===== src/rtl/vga_pkg.sv =====
// Shared types and constants for the VGA overlay pixel path.
package vga_pkg;

  localparam logic [1:0] WP_BKGD          = 2'd0;
  localparam logic [1:0] WP_PATH          = 2'd1;
  localparam logic [1:0] WP_OBST          = 2'd2;
  localparam logic [1:0] ICON_TRANSPARENT = 2'd0;

  localparam int PIPE_LAT = 3;

  typedef struct packed {
    logic [7:0] x;
    logic [7:0] y;
    logic [2:0] orient;
  } loc_t;

  typedef enum logic [1:0] {
    LOC_IDLE    = 2'd0,
    LOC_PENDING = 2'd1,
    LOC_APPLY   = 2'd2
  } loc_state_t;

endpackage


===== src/rtl/loc_shadow_fsm.sv =====
// Double-buffered robot location: offers are held pending and copied to the
// shadow copy used for drawing only at the start of vertical blank.
module loc_shadow_fsm
  import vga_pkg::*;
#(
  parameter int INIT_X = 64,
  parameter int INIT_Y = 64
) (
  input  logic clk,
  input  logic rst_n,
  input  logic vblank_start,
  input  logic loc_valid,
  input  loc_t loc_in,
  output loc_t shadow,
  output logic loc_ack
);

  loc_state_t state, state_nxt;
  loc_t       pending;
  logic       apply_now;

  always_ff @(posedge clk or negedge rst_n) begin
    if (!rst_n) state <= LOC_IDLE;
    else        state <= state_nxt;
  end

  always_comb begin
    state_nxt = state;
    case (state)
      LOC_IDLE:    if (loc_valid) state_nxt = LOC_PENDING;
      LOC_PENDING: if (vblank_start) state_nxt = LOC_APPLY;
      LOC_APPLY:   state_nxt = loc_valid ? LOC_PENDING : LOC_IDLE;
      default:     state_nxt = LOC_IDLE;
    endcase
  end

  always_comb begin
    apply_now = (state == LOC_APPLY);
    loc_ack   = apply_now;
  end

  // Latest offer wins; pending is only read in APPLY, after it has been written.
  always_ff @(posedge clk) begin
    if (loc_valid) pending <= loc_in;
  end

  always_ff @(posedge clk or negedge rst_n) begin
    if (!rst_n)         shadow <= {8'(INIT_X), 8'(INIT_Y), 3'd0};
    else if (apply_now) shadow <= pending;
  end

endmodule


===== src/rtl/pixel_fetch_sched.sv =====
// Per-pixel world/icon ROM address generation with video timing realigned to
// the returned ROM data (fixed 3-cycle latency).
module pixel_fetch_sched
  import vga_pkg::*;
#(
  parameter int MAP_LOG2   = 7,
  parameter int SCALE_LOG2 = 2,
  parameter int ICON_LOG2  = 4,
  parameter int VIS_ROWS   = 480,
  parameter int INIT_X     = 64,
  parameter int INIT_Y     = 64
) (
  input  logic        clk,
  input  logic        rst_n,
  input  logic [9:0]  pixel_row,
  input  logic [9:0]  pixel_column,
  input  logic        video_on_in,
  input  logic        hsync_in,
  input  logic        vsync_in,
  input  logic        loc_valid,
  input  logic [7:0]  loc_x,
  input  logic [7:0]  loc_y,
  input  logic [2:0]  loc_orient,
  output logic        loc_ack,
  output logic [13:0] world_addr,
  input  logic [1:0]  world_data,
  output logic [10:0] icon_addr,
  input  logic [1:0]  icon_data,
  output logic [1:0]  world_pixel,
  output logic [1:0]  icon,
  output logic        video_on,
  output logic        hsync,
  output logic        vsync
);

  localparam logic signed [10:0] ICON_OFS = 11'(1 << (ICON_LOG2 - 1));
  localparam logic signed [10:0] ICON_MAX = 11'((1 << ICON_LOG2) - 1);

  loc_t loc_in, shadow;
  logic vblank_start;

  assign loc_in       = {loc_x, loc_y, loc_orient};
  assign vblank_start = (pixel_row == 10'(VIS_ROWS)) && (pixel_column == 10'd0);

  loc_shadow_fsm #(
    .INIT_X (INIT_X),
    .INIT_Y (INIT_Y)
  ) u_loc (
    .clk          (clk),
    .rst_n        (rst_n),
    .vblank_start (vblank_start),
    .loc_valid    (loc_valid),
    .loc_in       (loc_in),
    .shadow       (shadow),
    .loc_ack      (loc_ack)
  );

  logic [9:0]        row_cell, col_cell;
  logic              oob_c, hit_c;
  logic signed [10:0] cx, cy, dx, dy;

  always_comb begin
    row_cell = pixel_row >> SCALE_LOG2;
    col_cell = pixel_column >> SCALE_LOG2;
    oob_c    = ((row_cell >> MAP_LOG2) != '0) || ((col_cell >> MAP_LOG2) != '0);
    cx       = signed'({3'b000, shadow.x} << SCALE_LOG2);
    cy       = signed'({3'b000, shadow.y} << SCALE_LOG2);
    // 11-bit wrap cannot alias into the window: col - cx + 8 stays below 1032.
    dx       = signed'({1'b0, pixel_column}) - cx + ICON_OFS;
    dy       = signed'({1'b0, pixel_row}) - cy + ICON_OFS;
    hit_c    = (dx >= 0) && (dx <= ICON_MAX) && (dy >= 0) && (dy <= ICON_MAX);
  end

  logic hit_p1, oob_p1, vid_p1, hs_p1, vs_p1, vld_p1;
  logic hit_p2, oob_p2, vid_p2, hs_p2, vs_p2, vld_p2;

  // S1: ROM addresses and per-pixel flags
  always_ff @(posedge clk or negedge rst_n) begin
    if (!rst_n) begin
      world_addr <= '0;
      icon_addr  <= '0;
      hit_p1     <= 1'b0;
      oob_p1     <= 1'b0;
      vid_p1     <= 1'b0;
      hs_p1      <= 1'b1;
      vs_p1      <= 1'b1;
      vld_p1     <= 1'b0;
    end else begin
      world_addr <= {row_cell[MAP_LOG2-1:0], col_cell[MAP_LOG2-1:0]};
      icon_addr  <= {shadow.orient, dy[ICON_LOG2-1:0], dx[ICON_LOG2-1:0]};
      hit_p1     <= hit_c;
      oob_p1     <= oob_c;
      vid_p1     <= video_on_in;
      hs_p1      <= hsync_in;
      vs_p1      <= vsync_in;
      vld_p1     <= 1'b1;
    end
  end

  // S2: ROM data returns; flags wait one more stage
  always_ff @(posedge clk or negedge rst_n) begin
    if (!rst_n) begin
      hit_p2 <= 1'b0;
      oob_p2 <= 1'b0;
      vid_p2 <= 1'b0;
      hs_p2  <= 1'b1;
      vs_p2  <= 1'b1;
      vld_p2 <= 1'b0;
    end else begin
      hit_p2 <= hit_p1;
      oob_p2 <= oob_p1;
      vid_p2 <= vid_p1;
      hs_p2  <= hs_p1;
      vs_p2  <= vs_p1;
      vld_p2 <= vld_p1;
    end
  end

  // S3: aligned outputs, blanked until the pipeline has refilled after reset
  always_ff @(posedge clk or negedge rst_n) begin
    if (!rst_n) begin
      world_pixel <= '0;
      icon        <= '0;
      video_on    <= 1'b0;
      hsync       <= 1'b1;
      vsync       <= 1'b1;
    end else begin
      world_pixel <= (vld_p2 && !oob_p2) ? world_data : WP_BKGD;
      icon        <= (vld_p2 && hit_p2) ? icon_data : ICON_TRANSPARENT;
      video_on    <= vld_p2 && vid_p2;
      hsync       <= vld_p2 ? hs_p2 : 1'b1;
      vsync       <= vld_p2 ? vs_p2 : 1'b1;
    end
  end

endmodule


===== config.mk =====
export PLATFORM = sky130hd
export DESIGN_NAME = pixel_fetch_sched
export DESIGN_NICKNAME = d
export VERILOG_FILES = /design/src/rtl/vga_pkg.sv /design/src/rtl/loc_shadow_fsm.sv /design/src/rtl/pixel_fetch_sched.sv
export SDC_FILE = /design/constraint.sdc
export NUM_CORES = 1
export LEC_CHECK = 0
export BUFFER_PORTS_ARGS = -buffer_cell sky130_fd_sc_hd__clkbuf_2
export CORE_MARGIN = 10
export CORE_UTILIZATION = 45
export DETAILED_ROUTE_END_ITERATION = 10
export PLACE_DENSITY = 0.78
export SYNTH_ARGS = -nofsm -noshare
export SYNTH_HDL_FRONTEND = slang
export SYNTH_SLANG_ARGS = --single-unit

===== constraint.sdc =====
create_clock -name clk -period 2.5 [get_ports clk]
set_input_delay 0.5 -clock clk [delete_from_list [all_inputs] [get_ports clk]]
set_output_delay 0.5 -clock clk [all_outputs]
set_load 0.02 [all_outputs]

After elaboration in Yosys (flattened, before gate mapping):

Index checks and enable logic that the tools add are counted.

* register bits: 84
* input port bits: 49
* output and inout port bits: 33
* logic and storage cells: 59

* add/sub/neg operators: 4
* magnitude comparators: 4
* equal/unequal tests: 5
* mux-type cells: 8
* reductions and logical operators: 12

Operator list (number)
* $add A11 B5 Y11 const B: 2
* $ge A11 B1 Y1 const B: 2
* $le A11 B5 Y1 const B: 2
* $sub A10 B10 Y11: 2
* $eq A10 B9 Y1 const B: 1
* $logic_not A10 Y1: 1
* $mux W2: 4
* $logic_and A1 B1 Y1: 7
* $pmux W2 S3: 1
* $mux W1: 3
* $eq A2 B1 Y1 const B: 1
* $eq A2 B2 Y1 const B: 1
* $logic_not A2 Y1: 1
* $ne A2 B1 Y1 const B: 1
* $ne A2 B2 Y1 const B: 1
* $reduce_and A2 Y1: 1
* $logic_not A1 Y1: 1
* $logic_or A1 B1 Y1: 1

Longest topological paths before layout:

Gate-level depths: netlist (run 1).

* word-level depth: 6
* gate-level depth with buffers: 11
* depth with buffers taken out: 11

By module:

A second synthesis (run 1) with hierarchy kept.

* cells, all modules: 292
* area, all modules: 3881.2 sq um

Modules (own cells, without submodules)
* pixel_fetch_sched: instances 1, cells each 225, area each 2434.8 sq um, seq. area each 1108.6 sq um
* loc_shadow_fsm: instances 1, cells each 67, area each 1446.4 sq um, seq. area each 1098.6 sq um

Worst setup path before layout (run 1):

Ideal clock, no wire load.

* kind: input to register
* start point: input port pixel_column[3]
* end point: register hit_p1
* library setup time: 0.111 ns
* arrival: 2.455 ns
* data required time: 2.389 ns
* slack: -0.067 ns
* stages on the path: 11
* buffers on the path: 0
* path through: inv_1 -> ha_1 -> inv_1 -> ha_1 -> o211a_1 -> o31a_4 -> o311ai_4 -> a21oi_2 -> nor4_2 -> nand4_1 -> a2111oi_2

* word-level cells in the longest chain between the ends: 6
* elaborated cells between the ends (all ways): 7
* classes of those cells: add/sub (2); order compare (2); reduce/logical (3)

Ends and longest elaborated chain
* from (decl): line pixel_fetch_sched.sv:16 `input logic [9:0] pixel_column,`
* $sub A10 B10 Y11 (*): line pixel_fetch_sched.sv:69 `dx = signed'({1'b0, pixel_column}) - cx + ICON_OFS;`
* $add A11 B5 Y11 (*): line pixel_fetch_sched.sv:69
* $ge A11 B1 Y1 / $le A11 B5 Y1 (equally long branches): line pixel_fetch_sched.sv:71 `hit_c = (dx >= 0) && (dx <= ICON_MAX) && (dy >= 0) && (dy <= ICON_MAX);`
* $logic_and A1 B1 Y1 (*) (3 in a row): line pixel_fetch_sched.sv:71
* via hit_c: line pixel_fetch_sched.sv:59 `logic oob_c, hit_c;`
* to (signal assigned): line pixel_fetch_sched.sv:91 `hit_p1 <= hit_c;`
* to (decl): line pixel_fetch_sched.sv:74 `logic hit_p1, oob_p1, vid_p1, hs_p1, vs_p1, vld_p1;`

The timed path passes the listed nets; every way through them passes the cells marked *.
A chain may end at the register's enable or synchronous reset.

Worst setup path in the final report (run 1):

* start point: register, netlist name u_loc.shadow[3]
* end point: register hit_p1

* word-level cells in the longest chain between the ends: 5
* elaborated cells between the ends (all ways): 6
* classes of those cells: add/sub (2); order compare (2); reduce/logical (2)

Ends and longest elaborated chain
* $sub A10 B10 Y11 (*): line pixel_fetch_sched.sv:70 `dy = signed'({1'b0, pixel_row}) - cy + ICON_OFS;`
* $add A11 B5 Y11 (*): line pixel_fetch_sched.sv:70
* $ge A11 B1 Y1: line pixel_fetch_sched.sv:71
* $logic_and A1 B1 Y1: line pixel_fetch_sched.sv:71
* $logic_and A1 B1 Y1 (*): line pixel_fetch_sched.sv:71
* via hit_c: line pixel_fetch_sched.sv:59

Marks and branches as above.

==> impl_results.rst, run 1 <==
.. list-table::
   :header-rows: 1

   * - Metric
     - Value
   * - Run status
     - complete, no violations
   * - Initial cell density of the core
     - 0.470
   * - Global-route congestion overflow total
     - 0
   * - Die span in x
     - 111 µm
   * - Fraction of post-synthesis cell area in the top cell type by area
     - 0.387
   * - Total internal power
     - 2.19 mW
   * - Number of buffers inserted for hold repair after clock tree synthesis
     - 0
   * - Most used flip-flop cell after synthesis
     - sky130_fd_sc_hd__dfrtp_1
   * - Final clock skew
     - 0.0116 ns
   * - Fin Hold WS
     - 0.164 ns
   * - Net switching fraction of the power
     - 0.260
   * - Upper clock frequency limit
     - 401 MHz
   * - Normalized max-slew margin
     - 0.563
   * - Total via count after detailed routing
     - 2579
   * - Top post-synthesis cells by area
     - sky130_fd_sc_hd__dfrtp_1 39%, sky130_fd_sc_hd__edfxtp_1 15%, sky130_fd_sc_hd__ha_1 12%, sky130_fd_sc_hd__dfstp_2 5.7%, sky130_fd_sc_hd__o21ai_0 3.4%
   * - Number of filler instances in the final layout
     - 629
   * - Share of post-route cells with drive strength above 1
     - 0.436
   * - First-pass GRT wire length
     - 13200 µm
   * - Number of synthesized register bits
     - 84
   * - Clock latency on the worst-skew pair
     - 0.36 ns
   * - Antenna violations before repair
     - 0
   * - Die area
     - 0.0122 mm²
   * - Iteration count of the initial detailed-routing pass
     - 4
   * - WP data arrival
     - 2.74 ns
   * - Leakage
     - 2.28 nW
   * - Num CTS Buffers
     - 9
   * - Sequential group share of total power
     - 0.503
   * - Detailed-route vias per instance
     - 4.90
   * - Category of the most critical setup path
     - reg -> reg
   * - Post-detailed-route DRC marker count
     - 0
   * - Post-Syn Nets
     - 381
   * - Ys Warns
     - 0
   * - Number of enable flip-flop cells after synthesis
     - 19
   * - Final setup violating endpoints
     - 0
   * - Most common cell type on the critical path
     - sky130_fd_sc_hd__ha_4
   * - Setup repair after global routing missed its margin
     - yes
   * - Clock tree from TritonCTS
     - yes
   * - Maximum buffer depth of the clock tree
     - 2
   * - Part of the total power dissipated in the clock network
     - 0.331
   * - H-Tree Depth
     - 3
   * - Max-slew violations
     - 0
   * - Post-route cell area
     - 0.00491 mm²
   * - Data required time at the worst endpoint
     - 2.74 ns
   * - Number of I/O pins
     - 82
   * - Buffer type at the clock tree root
     - sky130_fd_sc_hd__clkbuf_8
   * - Delay contributed by the slowest stage of the critical path
     - 0.38 ns
   * - Count of placed standard cells in the final layout, fillers left out
     - 526
   * - Number of max-capacitance violations reported
     - 0
   * - Total clock sinks
     - 84
   * - Slew @ Worst Pin
     - 0.655 ns
   * - Number of distinct library cells after synthesis
     - 46
   * - Min-delay worst type
     - in -> async
   * - Die Height
     - 111 µm
   * - Sum of net half-perimeters after detailed placement
     - 6160 µm
   * - Post-route clock period utilization
     - 0.998
   * - Routed length per instance
     - 15.8 µm
   * - Final min period
     - 2.49 ns
   * - Post-synthesis instance area
     - 0.00369 mm²
   * - All-Layer GR Usage
     - 0.130
   * - Antenna diode count
     - 0
   * - Number of buffer cells added on primary ports
     - 81
   * - Cells after Synth
     - 296
   * - Layout net count
     - 504
   * - NetSw
     - 0.768 mW
   * - CP max FO
     - 3
   * - Row count
     - 32
   * - Clock-pin slew of the registers on the worst-case setup and hold paths
     - 0.09 ns
   * - Endpoint kind of the worst setup timing path
     - flip-flop
   * - Placed instance count
     - 505
   * - DRC marker count from the first detailed-route iteration
     - 91
   * - Layout overhead on the synthesized area
     - 33.3%
   * - Pin count of the biggest net entering global routing
     - 39
   * - Worst Setup Start Kind
     - flip-flop
   * - Register area share after synthesis
     - 0.599
   * - Cell breakdown of the critical path
     - inv_2 -> ha_4 -> ha_4 -> nor2_2 -> o311a_1 -> a21oi_2 -> xnor2_1 -> nor4_2 -> nand4_1 -> a2111oi_2
   * - Placed Area
     - 0.00448 mm²
   * - Area of the core
     - 0.00785 mm²
   * - Combinational share of power
     - 0.166
   * - Hold Fails Final Rpt
     - 0
   * - Max VDD drop
     - 0.000259 V
   * - Power per Cell Area
     - 602 mW/mm²
   * - Routability congestion estimate
     - 0.837
   * - Number of nets with antenna violations after routing
     - 0
   * - Worst path slowest cell
     - sky130_fd_sc_hd__dfrtp_1
   * - Post-synthesis cell type with the largest combined area
     - sky130_fd_sc_hd__dfrtp_1
   * - Total routed wirelength
     - 8340 µm
   * - Via count of the first global-routing pass
     - 2720
   * - FFs w/ async S/R, synth
     - 0.774
   * - Average footprint of a synthesized cell
     - 12.5 µm²
==> worst paths after layout <==
kind	start	end	slack [ns]	cells past startpoint
worst max-delay path	u_loc.shadow[3]	hit_p1	0.006	10
worst min-delay path	rst_n	world_addr[2]	0.16	1
min in group clk	vsync_in	vs_p1	0.23	1
max in group asynchronous	rst_n	hs_p1	1.65	2
worst min register to register	hit_p1	hit_p2	0.35	0
worst max register to register	u_loc.shadow[3]	hit_p1	0.006	10
==> cell type report <==
type | count | area, µm² | area share
sequential | 84 | 2210 | 0.449
tap | 102 | 128 | 0.0260
clock buffer | 11 | 141 | 0.0288
timing repair buffer | 118 | 699 | 0.142
inverter | 29 | 109 | 0.0221
multi-input combinational | 177 | 1570 | 0.320
clock inverter | 5 | 57.6 | 0.0117
==> cells by family after synthesis <==
group / share of synthesized area
buf+inv: 0.0356
mux: 0.0210
other cells: 0.00102
xor+xnor: 0.0214
flops: 0.599
simple gates: 0.0903
fa+ha+maj: 0.122
compound gates: 0.110
==> worst max-delay path: cells and delay by family, from the launching register on <==
family / cells / cell delay [ns]
flip-flops: 1 / 0.38
XOR/XNOR: 1 / 0.12
buffers and inverters: 1 / 0.08
AO/OA/AOI/OAI: 3 / 0.83
AND/OR/NAND/NOR: 3 / 0.47
adder cells (fa/ha/maj): 2 / 0.50
==> sequential cells by signal, summed over array words and instances, names as in the netlist, 2 cells and up <==
name and flops:
u_loc.pending 19, icon_addr 11, u_loc.state 2, world_addr 14, icon 2, u_loc.shadow 19, world_pixel 2
==> placed cells by master, fill, tap and decap left out, types with 2 or more instances in the layout <==
master,Yosys,routed
sky130_fd_sc_hd__dfstp_2,8,8
sky130_fd_sc_hd__and2_1,2,2
sky130_fd_sc_hd__nor2_1,9,8
sky130_fd_sc_hd__edfxtp_1,19,19
sky130_fd_sc_hd__xnor2_1,4,4
sky130_fd_sc_hd__nor3_1,2,2
sky130_fd_sc_hd__xor2_1,5,5
sky130_fd_sc_hd__ha_4,0,14
sky130_fd_sc_hd__nand4_1,3,3
sky130_fd_sc_hd__mux2_2,6,6
sky130_fd_sc_hd__ha_1,36,22
sky130_fd_sc_hd__a21oi_2,1,5
sky130_fd_sc_hd__a21o_1,3,3
sky130_fd_sc_hd__dfrtp_1,57,57
sky130_fd_sc_hd__a21oi_1,17,13
sky130_fd_sc_hd__nand4b_1,3,3
sky130_fd_sc_hd__o21ai_0,25,21
sky130_fd_sc_hd__a31oi_1,3,3
sky130_fd_sc_hd__and3_1,4,4
sky130_fd_sc_hd__and3b_1,3,3
sky130_fd_sc_hd__nand2b_1,2,2
sky130_fd_sc_hd__clkbuf_2,0,80
sky130_fd_sc_hd__nor2_2,1,2
sky130_fd_sc_hd__buf_4,0,35
sky130_fd_sc_hd__o2111ai_1,2,2
sky130_fd_sc_hd__nand2_1,21,21
sky130_fd_sc_hd__inv_1,29,25
sky130_fd_sc_hd__inv_2,0,4
sky130_fd_sc_hd__or2_2,3,2
sky130_fd_sc_hd__nor4_2,1,3
sky130_fd_sc_hd__o21ai_1,0,3
sky130_fd_sc_hd__clkbuf_8,0,10
==> routing by layer <==
metal  share of wire  wire, µm  track usage
met5               0         0            0
met1            0.44      3700        0.168
met3           0.072       602       0.0470
met4           0.023       188       0.0509
met2            0.46      3850        0.193
==> power groups by stage <==
stage	Combinational, mW	Sequential (mW)	Clock (mW)
after floorplan	0.188	1.55	0
after global placement	0.415	1.51	0
after detailed placement	0.428	1.52	0
after CTS	0.438	1.49	1.01
after global routing	0.540	1.49	1.07
final	0.491	1.49	0.978
==> Yosys cell counts, types with 4 or more instances <==
| master | count |
|---|---|
| sky130_fd_sc_hd__xnor2_1 | 4 |
| sky130_fd_sc_hd__nand2_1 | 21 |
| sky130_fd_sc_hd__dfstp_2 | 8 |
| sky130_fd_sc_hd__inv_1 | 29 |
| sky130_fd_sc_hd__and3_1 | 4 |
| sky130_fd_sc_hd__xor2_1 | 5 |
| sky130_fd_sc_hd__ha_1 | 36 |
| sky130_fd_sc_hd__o21ai_0 | 25 |
| sky130_fd_sc_hd__clkbuf_1 | 6 |
| sky130_fd_sc_hd__edfxtp_1 | 19 |
| sky130_fd_sc_hd__nor2_1 | 9 |
| sky130_fd_sc_hd__dfrtp_1 | 57 |
| sky130_fd_sc_hd__mux2_2 | 6 |
| sky130_fd_sc_hd__a21oi_1 | 17 |
==> per-stage QoR <==
stage / util / setup slack [ns] / power [mW] / TNS (ns)
after detailed placement: 0.571 / -0.267 / 1.94 / -0.267
after global routing: 0.626 / -0.189 / 3.11 / -0.189
final: 0.626 / 0.00587 / 2.96 / 0
after floorplan: - / 0.0212 / 1.74 / 0
after global placement: 0.571 / -0.157 / 1.93 / -0.157
after CTS: 0.599 / 0.00760 / 2.94 / 0
==> repair_timing <==
action | 4_1_cts | 5_1_grt
setup endpoints to repair | 1 | 1
gates cloned | 0 | 0
gates resized for setup | 5 | 29
setup buffers | 1 | 4
pin swaps | 4 | 16
Note: power is estimated with default switching activity, not from simulation.
==> run 2, diff against run 1 <==
Settings changed: PLACE_DENSITY 0.78 to 0.75.
Clock period 2.5 ns to 3.05 ns, I/O delays scaled along.
==> run 2 against run 1 <==
Setup slack better by 0.37 ns. Sequential share of layout area up 4.8 points. Clock skew up 0.00054 ns. Core utilization down 6.1 points.
==> impl_results.rst, run 2 (synthesized netlist as in run 1, its figures left out) <==
.. list-table::
   :header-rows: 1

   * - Metric
     - Value
   * - Layout net count
     - 471 (-6.5%)
   * - Total internal power
     - 1.68 mW (-23%)
   * - Maximum buffer depth of the clock tree
     - 2 (unchanged)
   * - Setup repair after global routing missed its margin
     - no
   * - Worst Setup Start Kind
     - flip-flop
   * - Data required time at the worst endpoint
     - 3.28 ns (+0.54 ns)
   * - Layout overhead on the synthesized area
     - 20.3%
   * - First-pass GRT wire length
     - 12000 µm (-9.3%)
   * - Final clock skew
     - 0.0122 ns (+0.000536 ns)
   * - Number of I/O pins
     - 82 (unchanged)
   * - Clock tree from TritonCTS
     - yes
   * - DRC marker count from the first detailed-route iteration
     - 82 (-9.9%)
   * - Post-detailed-route DRC marker count
     - 0 (unchanged)
   * - Total via count after detailed routing
     - 2374 (-7.9%)
   * - Worst r2r path cells
     - 10 (unchanged)
   * - Final setup violating endpoints
     - 0 (unchanged)
   * - Clock-pin slew of the registers on the worst-case setup and hold paths
     - 0.09 ns (about the same)
   * - Routed length per instance
     - 14.4 µm (-9.0%)
   * - Finished Core Util
     - 0.565 (-0.0609)
   * - Final min period
     - 2.67 ns (+0.178 ns)
   * - Total routed wirelength
     - 7110 µm (-15%)
   * - Max VDD drop
     - 0.000345 V (+33%)
   * - Share of post-route cells with drive strength above 1
     - 0.322 (-0.114)
   * - Die Height
     - 111 µm (unchanged)
   * - Num CTS Buffers
     - 9 (unchanged)
   * - CP max FO
     - 10 (+7)
   * - H-Tree Depth
     - 3 (unchanged)
   * - Die span in x
     - 111 µm (unchanged)
   * - Iteration count of the initial detailed-routing pass
     - 4 (unchanged)
   * - Die area
     - 0.0122 mm² (unchanged)
   * - FF-to-FF End
     - hit_p1
   * - Count of placed standard cells in the final layout, fillers left out
     - 493 (-6.3%)
   * - Power per Cell Area
     - 511 mW/mm² (-15%)
   * - All-Layer GR Usage
     - 0.118 (-0.0118)
   * - Number of nets with antenna violations after routing
     - 0 (unchanged)
   * - Placed instance count
     - 477 (-5.5%)
   * - Hold Fails Final Rpt
     - 0 (unchanged)
   * - Initial cell density of the core
     - 0.470 (unchanged)
   * - Buffer type at the clock tree root
     - sky130_fd_sc_hd__clkbuf_8
   * - Sum of net half-perimeters after detailed placement
     - 5520 µm (-10%)
   * - Leakage
     - 2.11 nW (-7.5%)
   * - Most common cell after layout, fill and taps aside
     - sky130_fd_sc_hd__clkbuf_2
   * - Via count of the first global-routing pass
     - 2459 (-9.6%)
   * - Part of the total power dissipated in the clock network
     - 0.330 (about the same)
   * - Max-slew violations
     - 0 (unchanged)
   * - Buffers inserted during post-CTS setup optimization
     - 0 (-1)
   * - Number of buffer cells added on primary ports
     - 81 (unchanged)
   * - Number of filler instances in the final layout
     - 668 (+6.2%)
   * - Resized cells post-CTS
     - 0 (-5)
   * - Total clock sinks
     - 84 (unchanged)
   * - Endpoint kind of the worst setup timing path
     - flip-flop
   * - Antenna diode count
     - 0 (unchanged)
   * - Register Area
     - 0.00221 mm² (unchanged)
   * - Antenna violations before repair
     - 0 (unchanged)
   * - Run status
     - complete, no violations
   * - Registers with the most flip-flops
     - u_loc.pending: 19 flops, u_loc.shadow: 19 flops, world_addr: 14 flops
   * - Global-route congestion overflow total
     - 0 (unchanged)
   * - Clock latency on the worst-skew pair
     - 0.35 ns (about the same)
   * - Combinational share of power
     - 0.134 (-0.032)
   * - Pin count of the biggest net entering global routing
     - 66 (+69%)
   * - Category of the most critical setup path
     - reg -> reg
   * - Net switching fraction of the power
     - 0.260 (+0.000440)
   * - Detailed-route vias per instance
     - 4.82 (-1.8%)
   * - Min-delay worst type
     - in -> async
   * - Source of the worst register-to-register timing path
     - u_loc.shadow[9]
   * - Sequential group share of total power
     - 0.537 (+0.034)
   * - Routability congestion estimate
     - 0.826 (-1.3%)
   * - Number of max-capacitance violations reported
     - 0 (unchanged)
   * - Area of the core
     - 0.00785 mm² (unchanged)
   * - Multi-input combinational cell area
     - 0.00135 mm² (-14%)
   * - WP data arrival
     - 2.90 ns (+0.16 ns)
   * - Commonest cells after routing, fill and taps aside
     - 80 x sky130_fd_sc_hd__clkbuf_2, 57 x sky130_fd_sc_hd__dfrtp_1, 36 x sky130_fd_sc_hd__ha_1
   * - Reg2reg setup slack
     - 0.38 ns (+0.37 ns)
   * - NetSw
     - 0.590 mW (-23%)
   * - Row count
     - 32 (unchanged)
   * - Post-Route Setup TNS
     - 0 ns (unchanged)
   * - Number of buffers inserted for hold repair after clock tree synthesis
     - 0 (unchanged)
   * - Upper clock frequency limit
     - 374 MHz (-6.6%)
   * - Post-route clock period utilization
     - 0.876 (-0.122)
[run 2: power groups by stage]
stage	logic, mW	registers [mW]	clock network (mW)
detailed placement	0.304	1.24	0
finish	0.303	1.22	0.748
global placement	0.299	1.24	0
floorplan	0.149	1.27	0
global route	0.337	1.22	0.833
CTS	0.305	1.22	0.783
[run 2: stage by stage]
| stage | setup slack [ns] | cell area (µm²) | hold slack [ns] | power, mW |
|---|---|---|---|---|
| 4_1_cts | 0.394 | 4440 | 0.259 | 2.31 |
| 2_1_floorplan | 0.373 | 3690 | 0.314 | 1.42 |
| 5_1_grt | 0.121 | 4440 | 0.274 | 2.39 |
| 3_3_place_gp | 0.187 | 4240 | 0.332 | 1.54 |
| 3_5_place_dp | 0.116 | 4240 | 0.336 | 1.54 |
| 6_report | 0.378 | 4440 | 0.263 | 2.27 |
[run 2: worst max-delay path by stage]
stage,start,end,slack [ns],cells after the start
after floorplan,pixel_column[3],hit_p1,0.37,11
after global placement,pixel_column[2],hit_p1,0.19,10
after detailed placement,pixel_column[2],hit_p1,0.12,10
after CTS,u_loc.shadow[9],hit_p1,0.39,10
after global routing,u_loc.shadow[9],hit_p1,0.12,10
final,u_loc.shadow[9],hit_p1,0.38,10
[run 2: per-layer routing]
metal / GRT usage / up-vias / wire, µm
li1: - / 1218 / -
met2: 0.170 / 81 / 3130
met5: 0 / - / 0
met1: 0.158 / 1071 / 3490
met3: 0.0459 / 4 / 437
met4: 0.0415 / 0 / 57
[run 2: cell type report]
cell class | count | area share
Tap cell | 102 | 0.0288
Multi-Input combinational cell | 177 | 0.305
Clock buffer | 10 | 0.0336
Clock inverter | 6 | 0.0102
Inverter | 29 | 0.0245
Sequential cell | 84 | 0.497
Timing Repair Buffer | 85 | 0.101
[run 2: critical path, stage by stage (launching register included)]
cell and delay, ns:
sky130_fd_sc_hd__dfstp_2 0.52, sky130_fd_sc_hd__inv_1 0.05, sky130_fd_sc_hd__ha_1 0.27, sky130_fd_sc_hd__ha_1 0.41
sky130_fd_sc_hd__a21oi_1 0.25, sky130_fd_sc_hd__o21ai_0 0.12, sky130_fd_sc_hd__a31oi_1 0.21, sky130_fd_sc_hd__xnor2_1 0.10
sky130_fd_sc_hd__nor4_1 0.28, sky130_fd_sc_hd__nand4_1 0.15, sky130_fd_sc_hd__a2111oi_2 0.21
